--- config.mk ---
export PLATFORM = sky130hd
export DESIGN_NAME = fir_out_buffer
export DESIGN_NICKNAME = d
export VERILOG_FILES = /design/src/rtl/fir_out_buffer.sv
export SDC_FILE = /design/constraint.sdc
export NUM_CORES = 1
export LEC_CHECK = 0
export CORE_MARGIN = 10
export CORE_UTILIZATION = 27
export DETAILED_ROUTE_END_ITERATION = 10
export DONT_BUFFER_PORTS = 1
export GPL_ROUTABILITY_DRIVEN = 0
export SETUP_SLACK_MARGIN = 0.2
export SLEW_MARGIN = 30
export SYNTH_ARGS = -nofsm -noshare
export SYNTH_HDL_FRONTEND = slang
export SYNTH_SLANG_ARGS = --single-unit
--- constraint.sdc ---
create_clock -name clk -period 5.2 [get_ports clk]
set_clock_uncertainty 0.2 [all_clocks]
set_input_delay 1.3 -clock clk [delete_from_list [all_inputs] [get_ports clk]]
set_output_delay 1.3 -clock clk [all_outputs]
set_load 0.005 [all_outputs]
--- src/rtl/fir_out_buffer.sv ---
// Output buffer for the I/Q FIR: rounds and scales results, saturates them,
// and queues them in a first-word-fall-through FIFO with sticky flags.
// Ports: clk, Reset (async, high); PushIn/FI/FQ sample in (no backpressure);
// OutValid/OutReady/OI/OQ head out; Level, AlmostFull, Overflow, SatFlag
// status; ClearFlags clears the sticky flags.
module fir_out_buffer #(
  parameter int DEPTH = 8,
  parameter int SHIFT = 8,
  parameter int OUT_W = 24
) (
  input  logic                     clk,
  input  logic                     Reset,
  input  logic                     PushIn,
  input  logic [31:0]              FI,
  input  logic [31:0]              FQ,
  output logic                     OutValid,
  input  logic                     OutReady,
  output logic [OUT_W-1:0]         OI,
  output logic [OUT_W-1:0]         OQ,
  output logic [$clog2(DEPTH):0]   Level,
  output logic                     AlmostFull,
  output logic                     Overflow,
  output logic                     SatFlag,
  input  logic                     ClearFlags
);

  localparam int AW = $clog2(DEPTH);
  localparam int LW = AW + 1;

  localparam logic signed [32:0] RND  = 33'sd1 <<< (SHIFT - 1);
  localparam logic signed [32:0] MAXV = (33'sd1 <<< (OUT_W - 1)) - 33'sd1;
  localparam logic signed [32:0] MINV = -(33'sd1 <<< (OUT_W - 1));

  localparam logic [LW-1:0] FULL = LW'(DEPTH);
  localparam logic [LW-1:0] AF   = LW'(DEPTH - 2);

  // Returns {saturated, value}; the add before the shift rounds half up.
  function automatic logic [OUT_W:0] scale(input logic [31:0] x);
    logic signed [32:0] sum;
    logic signed [32:0] sh;
    logic               sat;
    logic [OUT_W-1:0]   val;
    sum = $signed({x[31], x}) + RND;
    sh  = sum >>> SHIFT;
    sat = 1'b0;
    val = sh[OUT_W-1:0];
    if (sh > MAXV) begin
      sat = 1'b1;
      val = MAXV[OUT_W-1:0];
    end else if (sh < MINV) begin
      sat = 1'b1;
      val = MINV[OUT_W-1:0];
    end
    return {sat, val};
  endfunction

  logic [OUT_W:0]   sc_i;
  logic [OUT_W:0]   sc_q;
  logic             s1_valid;
  logic [OUT_W-1:0] s1_i;
  logic [OUT_W-1:0] s1_q;

  logic [OUT_W-1:0] mem_i [DEPTH];
  logic [OUT_W-1:0] mem_q [DEPTH];
  logic [AW-1:0]    wr_ptr;
  logic [AW-1:0]    rd_ptr;
  logic [LW-1:0]    level;

  logic pop;
  logic full;
  logic wr_en;
  logic ovf_ev;
  logic sat_ev;

  always_comb begin
    sc_i = scale(FI);
    sc_q = scale(FQ);
  end

  assign full   = (level == FULL);
  assign pop    = OutValid && OutReady;
  // A full FIFO still takes the write when the head leaves on the same edge.
  assign wr_en  = s1_valid && (!full || pop);
  assign ovf_ev = s1_valid && full && !pop;
  assign sat_ev = PushIn && (sc_i[OUT_W] || sc_q[OUT_W]);

  always_ff @(posedge clk or posedge Reset) begin
    if (Reset) begin
      s1_valid <= 1'b0;
      s1_i     <= '0;
      s1_q     <= '0;
    end else begin
      s1_valid <= PushIn;
      s1_i     <= sc_i[OUT_W-1:0];
      s1_q     <= sc_q[OUT_W-1:0];
    end
  end

  always_ff @(posedge clk) begin
    if (wr_en) begin
      mem_i[wr_ptr] <= s1_i;
      mem_q[wr_ptr] <= s1_q;
    end
  end

  always_ff @(posedge clk or posedge Reset) begin
    if (Reset) begin
      wr_ptr <= '0;
      rd_ptr <= '0;
      level  <= '0;
    end else begin
      if (wr_en)
        wr_ptr <= wr_ptr + AW'(1);
      if (pop)
        rd_ptr <= rd_ptr + AW'(1);
      if (wr_en && !pop)
        level <= level + LW'(1);
      else if (pop && !wr_en)
        level <= level - LW'(1);
    end
  end

  // Set events win over a simultaneous clear.
  always_ff @(posedge clk or posedge Reset) begin
    if (Reset) begin
      Overflow <= 1'b0;
      SatFlag  <= 1'b0;
    end else begin
      Overflow <= (Overflow && !ClearFlags) || ovf_ev;
      SatFlag  <= (SatFlag && !ClearFlags) || sat_ev;
    end
  end

  assign Level      = level;
  assign OutValid   = (level != '0);
  assign AlmostFull = (level >= AF);
  // Storage is not reset, so mask the head while empty.
  assign OI = OutValid ? mem_i[rd_ptr] : '0;
  assign OQ = OutValid ? mem_q[rd_ptr] : '0;

endmodule

==> key figures <==
Run status
  • Status: completed

Detailed routing
  • Residual DRC: 0
  • Via count: 8,498
  • Post-route ant nets: 0
  • Final WL: about 40,000 um
  • Initial DRC Count: 624
  • Wire per inst: about 22 um
  • Via/cell ratio: ~4.6
  • Drt first pass iters: 5

Clocking
  • Clock sink count: 445
  • Clk Latency, worst-skew pair: 0.55 ns
  • Hold buffers post-CTS: 0
  • Clk slew on worst S/H paths: 0.06 ns
  • CTS Buf Count: 43
  • CTS tree: done
  • Post-CTS Setup Inserts: 0
  • H-tree levels: 2
  • Maximum clock path buffer count: 3
  • Root Buffer: clkbuf_16
  • Post_cts resized: 0

Setup path
  • Data required, critical path: 3.70 ns
  • Crit-path max FO: 32
  • CP Class: flop to output port
  • Reg2reg start: Level[0]$_DFFE_PP0P_
  • Critical Path End Type: output port
  • Critical Path Source Type: flop
  • WP data arrival: 2.85 ns
  • R2R depth: 12
  • R2r endpoint: Level[3]$_DFFE_PP0P_
  • FF-to-FF setup slack: ~1.7 ns

Timing
  • Rel. slew slack: 39.8%
  • Sum Neg Setup Slack: 0 ns
  • Final Hold Violating Endpoints: 0
  • # setup viols final: 0
  • Crit path time final: between 4 and 5 ns
  • Max Clk Rate: 230 MHz
  • RSZ-0062 raised after global routing: no
  • Max Slew Vio Count: 0
  • Worst-Margin Slew: approximately 0.9 ns
  • Part of the cycle the worst path needs: 83.7%

Cells and area
  • Fill count: 6,268
  • Layout cells sized above 1: 20.6%
  • Final instance area: 20,300 sq um
  • Area delta synth->final: 14.6%
  • Total Nets Final: approximately 1,000

Power
  • Pwr Density: 514 nW/um^2
  • Max VDD drop: 0.267 mV
  • Pleak: 6.59 nW

Synth
  • Largest family of logic cells by synthesized area: multiplexers
  • Synth Area in Adders: 0.607%
  • Mean Syn Cell Area: 18.8 sq um
  • Yosys top cell area share: 65.1%
  • Ys async rst share: 13.7%
  • Compound-gate portion of the synthesized area: 1.41%
  • Mux cell area share after synthesis: 15.0%
  • Yosys reg bits: 445
  • Post-synth top cells: edfxtp_1 (384), mux4_2 (96), nor2_1 (66)
  • Post-Synth XOR/XNOR Area: 2.22%
  • Simple-Gate Fraction of Synth Area: 5.64%
  • Biggest area consumer among synthesized cells: edfxtp_1
  • Number of synthesis warnings: 0
  • Yosys cell types: 45
  • Count leader, synth: edfxtp_1
  • Top cells by area, synth: edfxtp_1 (65%), mux4_2 (12%), dfrtp_1 (8.6%), mux2i_1 (2.7%), nor2_1 (1.4%)
  • Mapped Area: about 18,000 sq um
  • Post-synthesis sequential area ratio: 73.7%
  • Number of synthesized flops with an enable pin: 384
  • Commonest register cell after synthesis: edfxtp_1
  • Synth Net Count: roughly 1,000
  • Cell count after synthesis: 941

Global routing
  • Largest net degree at the start of global routing: 61
  • Antenna violations before repair: 0
  • First-pass GRT wire length: 59,400 um
  • Overall Global Routing Usage: 10.2%
  • Congestion Overflow GR: 0
  • Vias in the first global route: 8,967

Die
  • Area of the core: 64,700 sq um
  • Initial core utilization: 27.4%
  • Num rows: just over 90
  • # IOs: around 130
  • Chip height: 276 um
  • Die ar.: 76,300 sq um
  • Die width: 276 um

Place
  • Port Buf Inserts: 0
  • Post-DP Area: 18,900 sq um
  • HPWL Detailed: 24,600 um

Flow run
  • MaxCap Viol Count: 0

Worst hold path
  • Worst hold stages: 2
  • Hold Crit Class: flop to flop
  • Min-Delay Endpoint: wr_ptr[0]$_DFFE_PP0P_
  • HP Start: wr_ptr[0]$_DFFE_PP0P_
==> per-layer routing <==
layer | vias up | wire (um) | track usage, %
li1 | 3798 | - | -
met1 | 4492 | 16900 | 12.4
met2 | 154 | 20300 | 17.6
met3 | 54 | 1900 | 2.28
met4 | 0 | 895 | 3.06
met5 | - | 0 | 0
==> cells by family after synthesis <==
| family | Yosys count |
|---|---|
| flops | 445 |
| simple gates | 203 |
| mux | 146 |
| buf+inv | 52 |
| xor+xnor | 45 |
| compound gates | 42 |
| fa+ha+maj | 8 |
==> cell type report <==
class	instances	area (sq um)	area share [%]
inverters	11	41.3	0.203
clock buffers	51	1140	5.60
repair buffers	27	248	1.22
clock inverters	26	243	1.20
diodes	1	2.50	0.0123
multi-input cells	444	4490	22.1
well taps	855	1070	5.27
flip-flops and latches	445	13100	64.4
==> through the flow <==
stage	hold WS [ns]	total power (W)	setup slack (ns)	utilization [%]	std cells
after floorplan	0.279	0.00660	0.767	-	941
after global routing	0.359	0.0110	0.628	31.4	1859
after detailed placement	0.333	0.00759	1.31	29.2	1781
final	0.336	0.0104	0.848	31.4	1860
after global placement	0.311	0.00755	1.33	29.2	1781
after CTS	0.337	0.0106	0.722	31.3	1858
==> report_power, final <==
part,internal (W),switching [W],total [W],leakage [nW]
clock network,0.00176,0.00129,0.00305,0.679
logic,0.00118,0.00143,0.00261,1.71
registers,0.00438,0.000384,0.00476,4.20
==> registers in the layout (all words and copies together) (netlist names), 3 cells and up <==
signal	cells
mem_q	192
s1_i	24
s1_q	24
rd_ptr	3
wr_ptr	3
mem_i	192
Level	4
==> worst max path at each step <==
stage,depth (start not counted),endpoint,from,slack [ns]
after floorplan,5,mem_i[2][0]$_DFFE_PP_,OutReady,0.77
after global placement,4,OI[13],rd_ptr[0]$_DFFE_PP0P_,1.33
after detailed placement,4,OI[20],rd_ptr[0]$_DFFE_PP0P_,1.31
after CTS,4,OI[20],rd_ptr[0]$_DFFE_PP0P_,0.72
after global routing,4,OI[20],rd_ptr[0]$_DFFE_PP0P_,0.63
final,4,OI[8],rd_ptr[0]$_DFFE_PP0P_,0.85
==> layout by cell type (no fill, tap or decap), types with 6 or more instances in the layout <==
master     instances
edfxtp_1         384
mux4_2            96
nor2_1            60
dfrtp_1           58
nand2_1           52
mux2i_1           48
clkbuf_16         43
o21ai_0           25
nand3_1           24
buf_4             24
xnor2_1           23
xor2_1            22
nand4_1           18
inv_1             10
clkinv_1          10
clkinv_2           9
ha_1               7
and4_1             6
nor4_1             6
nor2_4             6
==> worst max-delay path: stages (launching register included) <==
cell and delay, ns:
dfrtp_4 0.91, buf_4 0.45, mux4_2 0.55, mux2i_1 0.28
nor2_1 0.11
Power figures use the tool's default switching activity.
